`config.mk`:
```
export PLATFORM = sky130hd
export DESIGN_NAME = uart_txrx
export DESIGN_NICKNAME = d
export VERILOG_FILES = /design/src/rtl/uart_pkg.sv /design/src/rtl/uart_rx.sv /design/src/rtl/uart_tx.sv /design/src/rtl/uart_txrx.sv
export SDC_FILE = /design/constraint.sdc
export NUM_CORES = 1
export LEC_CHECK = 0
export CAP_MARGIN = 30
export CORE_MARGIN = 1
export CORE_UTILIZATION = 45
export DETAILED_ROUTE_END_ITERATION = 8
export SYNTH_ARGS = -nofsm -noshare
export SYNTH_HDL_FRONTEND = slang
export SYNTH_SLANG_ARGS = --single-unit
```
`constraint.sdc`:
```
create_clock -name clk -period 3.9 [get_ports clk]
set_input_delay 0.39 -clock clk [delete_from_list [all_inputs] [get_ports clk]]
set_output_delay 0.39 -clock clk [all_outputs]
set_load 0.02 [all_outputs]
```
`src/rtl/uart_pkg.sv`:
```
// Shared constants and state encoding for the UART transmit and receive engines.
package uart_pkg;

    localparam int DATA_BITS = 8;

    typedef enum logic [1:0] {
        ST_IDLE  = 2'd0,
        ST_START = 2'd1,
        ST_DATA  = 2'd2,
        ST_STOP  = 2'd3
    } uart_state_e;

endpackage

```
`src/rtl/uart_rx.sv`:
```
// 8N1 receiver: synchronizes rx, validates the start bit at half-bit, samples data mid-bit.
import uart_pkg::*;

module uart_rx #(
    parameter int CLK_PER_BIT = 868
) (
    input  logic       clk,
    input  logic       rst,
    input  logic       rx,
    output logic [7:0] rx_data,
    output logic       rx_ready
);

    localparam int            CW   = $clog2(CLK_PER_BIT);
    localparam logic [CW-1:0] LAST = CW'(CLK_PER_BIT - 1);
    localparam logic [CW-1:0] HALF = CW'(CLK_PER_BIT / 2 - 1);

    uart_state_e          state, state_n;
    logic [CW-1:0]        cnt, cnt_n;
    logic [2:0]           idx, idx_n;
    logic [DATA_BITS-1:0] sh, sh_n;
    logic [7:0]           data_n;
    logic                 rdy_n;
    logic                 rx_s1, rx_s2, rx_q;
    logic                 fall;

    // A falling edge needs the line seen high first, so a held-low line never re-arms.
    assign fall = rx_q & ~rx_s2;

    always_comb begin
        state_n = state;
        cnt_n   = cnt;
        idx_n   = idx;
        sh_n    = sh;
        data_n  = rx_data;
        rdy_n   = 1'b0;
        case (state)
            ST_IDLE: begin
                cnt_n = '0;
                idx_n = '0;
                if (fall) state_n = ST_START;
            end
            ST_START: begin
                if (cnt == HALF) begin
                    cnt_n   = '0;
                    idx_n   = '0;
                    state_n = rx_s2 ? ST_IDLE : ST_DATA;
                end else cnt_n = cnt + 1'b1;
            end
            ST_DATA: begin
                if (cnt == LAST) begin
                    cnt_n = '0;
                    sh_n  = {rx_s2, sh[DATA_BITS-1:1]};
                    idx_n = idx + 3'd1;
                    if (idx == 3'd7) state_n = ST_STOP;
                end else cnt_n = cnt + 1'b1;
            end
            ST_STOP: begin
                if (cnt == LAST) begin
                    cnt_n   = '0;
                    state_n = ST_IDLE;
                    if (rx_s2) begin
                        data_n = sh;
                        rdy_n  = 1'b1;
                    end
                end else cnt_n = cnt + 1'b1;
            end
            default: state_n = ST_IDLE;
        endcase
    end

    always_ff @(posedge clk) begin
        if (rst) begin
            rx_s1    <= 1'b1;
            rx_s2    <= 1'b1;
            rx_q     <= 1'b1;
            state    <= ST_IDLE;
            cnt      <= '0;
            idx      <= '0;
            sh       <= '0;
            rx_data  <= 8'h00;
            rx_ready <= 1'b0;
        end else begin
            rx_s1    <= rx;
            rx_s2    <= rx_s1;
            rx_q     <= rx_s2;
            state    <= state_n;
            cnt      <= cnt_n;
            idx      <= idx_n;
            sh       <= sh_n;
            rx_data  <= data_n;
            rx_ready <= rdy_n;
        end
    end

endmodule

```
`src/rtl/uart_tx.sv`:
```
// 8N1 transmitter: start bit, eight data bits LSB first, stop bit, CLK_PER_BIT clocks each.
import uart_pkg::*;

module uart_tx #(
    parameter int CLK_PER_BIT = 868
) (
    input  logic       clk,
    input  logic       rst,
    input  logic       tx_start,
    input  logic [7:0] tx_data,
    output logic       tx,
    output logic       tx_busy
);

    localparam int            CW   = $clog2(CLK_PER_BIT);
    localparam logic [CW-1:0] LAST = CW'(CLK_PER_BIT - 1);

    uart_state_e          state, state_n;
    logic [CW-1:0]        cnt, cnt_n;
    logic [2:0]           idx, idx_n;
    logic [DATA_BITS-1:0] sh, sh_n;
    logic                 tx_n, busy_n;

    always_comb begin
        state_n = state;
        cnt_n   = cnt;
        idx_n   = idx;
        sh_n    = sh;
        case (state)
            ST_IDLE: begin
                cnt_n = '0;
                idx_n = '0;
                if (tx_start) begin
                    sh_n    = tx_data;
                    state_n = ST_START;
                end
            end
            ST_START: begin
                if (cnt == LAST) begin
                    cnt_n   = '0;
                    state_n = ST_DATA;
                end else cnt_n = cnt + 1'b1;
            end
            ST_DATA: begin
                if (cnt == LAST) begin
                    cnt_n = '0;
                    sh_n  = sh >> 1;
                    idx_n = idx + 3'd1;
                    if (idx == 3'd7) state_n = ST_STOP;
                end else cnt_n = cnt + 1'b1;
            end
            ST_STOP: begin
                if (cnt == LAST) begin
                    cnt_n   = '0;
                    state_n = ST_IDLE;
                end else cnt_n = cnt + 1'b1;
            end
            default: state_n = ST_IDLE;
        endcase

        // Pin values are decoded from the next state so tx and tx_busy come straight off flops.
        busy_n = (state_n != ST_IDLE);
        case (state_n)
            ST_START: tx_n = 1'b0;
            ST_DATA:  tx_n = sh_n[0];
            default:  tx_n = 1'b1;
        endcase
    end

    always_ff @(posedge clk) begin
        if (rst) begin
            state   <= ST_IDLE;
            cnt     <= '0;
            idx     <= '0;
            sh      <= '0;
            tx      <= 1'b1;
            tx_busy <= 1'b0;
        end else begin
            state   <= state_n;
            cnt     <= cnt_n;
            idx     <= idx_n;
            sh      <= sh_n;
            tx      <= tx_n;
            tx_busy <= busy_n;
        end
    end

endmodule

```
`src/rtl/uart_txrx.sv`:
```
// UART transceiver top: independent TX and RX engines on one clock.
import uart_pkg::*;

module uart_txrx #(
    parameter int CLK_PER_BIT = 868
) (
    input  logic       clk,
    input  logic       rst,
    input  logic       tx_start,
    input  logic [7:0] tx_data,
    output logic       tx,
    output logic       tx_busy,
    input  logic       rx,
    output logic [7:0] rx_data,
    output logic       rx_ready
);

    uart_tx #(.CLK_PER_BIT(CLK_PER_BIT)) u_tx (
        .clk      (clk),
        .rst      (rst),
        .tx_start (tx_start),
        .tx_data  (tx_data),
        .tx       (tx),
        .tx_busy  (tx_busy)
    );

    uart_rx #(.CLK_PER_BIT(CLK_PER_BIT)) u_rx (
        .clk      (clk),
        .rst      (rst),
        .rx       (rx),
        .rx_data  (rx_data),
        .rx_ready (rx_ready)
    );

endmodule

```
==> reports/results.tsv <==
stage	metric	value	unit
status	outcome	completed	
sta	finalSetupViolCount	0	
finish	area_delta_synth_final	16.5	%
route	via_per_inst	5.07	
floorplanning	start_util	0.481	
route	wl_per_cell	11.8	µm
sta	slew_headroom	0.554	
floorplanning	ios	23	
floorplanning	die_area	5940	µm²
sta	rsz0062_at_grt	false	
global_routing	grt_pass1_wl	7730	µm
pwr	leakage	1.01	nW
sta	fin_tns_setup	0	ns
sta	fin_skew	0.00546	ns
route	drtPass1Iterations	4	
critical_path	cp_max_fo	12	
critical_path	r2r_slack	1.47	ns
sta	finalCritPeriodShare	0.622	
synthesis	synthesis.nets	291	
pwr	finalPower	0.00118	W
synthesis	yosysSeqAreaShare	0.474	
synthesis	synth_ff_type	dfxtp_1	
global_routing	grt_overflow	0	
route	ant_nets	0	
synthesis	synthTopCellsByCount	60 x dfxtp_1, 45 x nor2_1, 29 x nand2_1, 17 x a21oi_1, 12 x xnor2_1	
finish	num_antenna_cells	0	
finish	finalNetCount	311	
critical_path	path_cells	ha_1 -> or3b_1 -> nor4_4 -> nor2_1 -> a221oi_2 -> o21bai_1	
critical_path	critPathLaunchType	flip-flop	
pwr	powerDensity	401	nW/µm²
synthesis	netlist_area	2540	µm²
critical_path	max_stage_delay	0.60	ns
sta	tightest_slew	0.665	ns
route	finalWirelength	4340	µm
clock_tree	cts_setup_buffers	0	
synthesis	yosysMostFrequentCell	dfxtp_1	
placed_design	portBuffers	22	
clock_tree	cts_tree	done	
sta	fin_crit	2.43	ns
synthesis	ys_seq_elements	60	
critical_path	cpMaxStageDelayCell	nor4_4	
synthesis	syn_inst	272	
finish	fillers	504	
clock_tree	clk_path_buf_depth	2	
critical_path	required	4.12	ns
synthesis	synth_cell_types	48	
global_routing	antenna_found_initial	0	
critical_path	critPathKind	reg -> reg	
critical_path	cp_data_arrival_time	2.65	ns
placed_design	gp_congestion	0.760	
clock_tree	htree_num_levels	3	
synthesis	syn_avg_cell_area	9.32	µm²
floorplanning	num_rows	26	
finish	final_util	0.561	
synthesis	synth_edf_count	0	
sta	hold_viol_final	0	
route	drtIter0Drc	70	
worst_hold_path	hold_class	reg -> reg	
finish	layout-drive-gt1-share	0.0875	
clock_tree	root_buffer	clkbuf_8	
placed_design	hpwl	2890	µm
synthesis	ys_warn_count	0	
floorplanning	core_area	5270	µm²
synthesis	synth_top_area_cell	dfxtp_1	
clock_tree	cts-resized-gates	0	
floorplanning	die_x	77.1	µm
global_routing	grt_usage	0.168	
global_routing	grt_pass1_vias	1715	
clock_tree	clock_latency	0.33	ns
sta	max_freq	412	MHz
pwr	irDropWorstVdd	266	µV
clock_tree	cts.reportedPaths.clkPinSlew	0.07	ns
clock_tree	cts_hold_buf	0	
floorplanning	die_y	77.1	µm
global_routing	grt_max_degree	32	
synthesis	async_flop_share	0	
route	via_count	1861	
sta	slew_viol_final	0	
synthesis	synth_top_area_frac	0.474	
critical_path	cp-end-kind	flip-flop	
synthesis	yosys-top-cells-area	dfxtp_1 47%, nor2_1 6.7%, mux2i_1 4.3%, nand2_1 4.3%, xnor2_1 4.1%	
clock_tree	clock-sinks	60	
job	cap_violations	0	
route	drc	0	
clock_tree	cts_buffers	9	
-- power by group --
part	internal, W	switching, W	leakage, nW
logic	0.0000269	0.0000280	0.426
clock network	0.000263	0.000232	0.0961
registers	0.000624	0.0000101	0.487
total	0.000914	0.000270	1.01
-- critical path, delay by kind of cell, from the launching register on --
| kind | cells | cell delay, ns |
|---|---|---|
| adders and majority gates | 1 | 0.21 |
| and+or+nand+nor | 3 | 1.32 |
| DFF | 1 | 0.37 |
| AOI/OAI and AO/OA | 2 | 0.41 |
-- area by class of cell --
| cell class | instances | area (µm²) | area share |
|---|---|---|---|
| Multi-Input combinational cell | 191 | 1230 | 0.417 |
| Sequential cell | 60 | 1200 | 0.406 |
| Timing Repair Buffer | 23 | 228 | 0.0771 |
| Clock buffer | 12 | 155 | 0.0525 |
| Tap cell | 70 | 87.6 | 0.0296 |
| Inverter | 7 | 26.3 | 0.00889 |
| Clock inverter | 4 | 23.8 | 0.00804 |
-- final timing paths --
path / startpoint / to / depth (start not counted)
min reg2reg: u_rx.rx_s1$_SDFF_PP1_ / u_rx.rx_s2$_SDFF_PP1_ / 1
max reg2reg: u_tx.cnt[0]$_SDFF_PP0_ / u_tx.tx$_SDFF_PP1_ / 6
min: u_rx.rx_s1$_SDFF_PP1_ / u_rx.rx_s2$_SDFF_PP1_ / 1
max: u_tx.cnt[0]$_SDFF_PP0_ / u_tx.tx$_SDFF_PP1_ / 6
-- kinds of logic after synthesis --
family                     Yosys count  synth area share
muxes                               11            0.0434
DFF                                 60             0.474
adders and majority gates            7            0.0345
xor gates and xnor gates            16            0.0553
and+or+nand+nor                    115             0.240
buffers and inverters               21            0.0400
AOI/OAI and AO/OA                   42             0.113
-- cell usage in the layout, fill, tap and decap left out, drive strengths merged, types with 3 or more instances in the layout --
| cell type | instances |
|---|---|
| dfxtp | 60 |
| nor2 | 45 |
| nand2 | 29 |
| clkdlybuf4s50 | 22 |
| a21oi | 17 |
| xnor2 | 12 |
| clkbuf | 12 |
| mux2i | 11 |
| a22oi | 10 |
| nand3 | 8 |
| inv | 7 |
| ha | 7 |
| and3 | 5 |
| nor3 | 5 |
| xor2 | 4 |
| clkinv | 4 |
| nand3b | 3 |
| or2 | 3 |
| nor4 | 3 |
| nor3b | 3 |
-- layer usage --
metal	part of all wire	GRT usage	vias up	wire length, µm
met3	0.041	0.0619	8	179
met1	0.51	0.205	848	2200
met5	0	0	-	0
li1	-	-	974	-
met2	0.44	0.260	31	1890
met4	0.017	0.0792	0	74
-- sequential cells by signal, indices dropped and copies added, names as in the netlist, named ones only --
register and count:
u_rx.cnt 10, u_rx.idx 3, u_rx.rx_data 8, u_rx.rx_q 1, u_rx.rx_ready 1, u_rx.rx_s1 1
u_rx.rx_s2 1, u_rx.sh 8, u_rx.state 1, u_tx.cnt 10, u_tx.idx 3, u_tx.sh 8
u_tx.state 2, u_tx.tx 1, u_tx.tx_busy 1
-- stage by stage --
step | area [µm²] | hold slack, ns | instances | worst slack (ns)
finish | 2960 | 0.407 | 367 | 1.47
CTS | 2960 | 0.409 | 367 | 1.48
global route | 2960 | 0.444 | 367 | 1.27
detailed placement | 2780 | 0.394 | 351 | 1.48
global placement | 2780 | 0.394 | 351 | 1.47
floorplan | 2540 | 0.389 | 272 | 2.07
No activity file was read; power rests on OpenSTA's default activity.
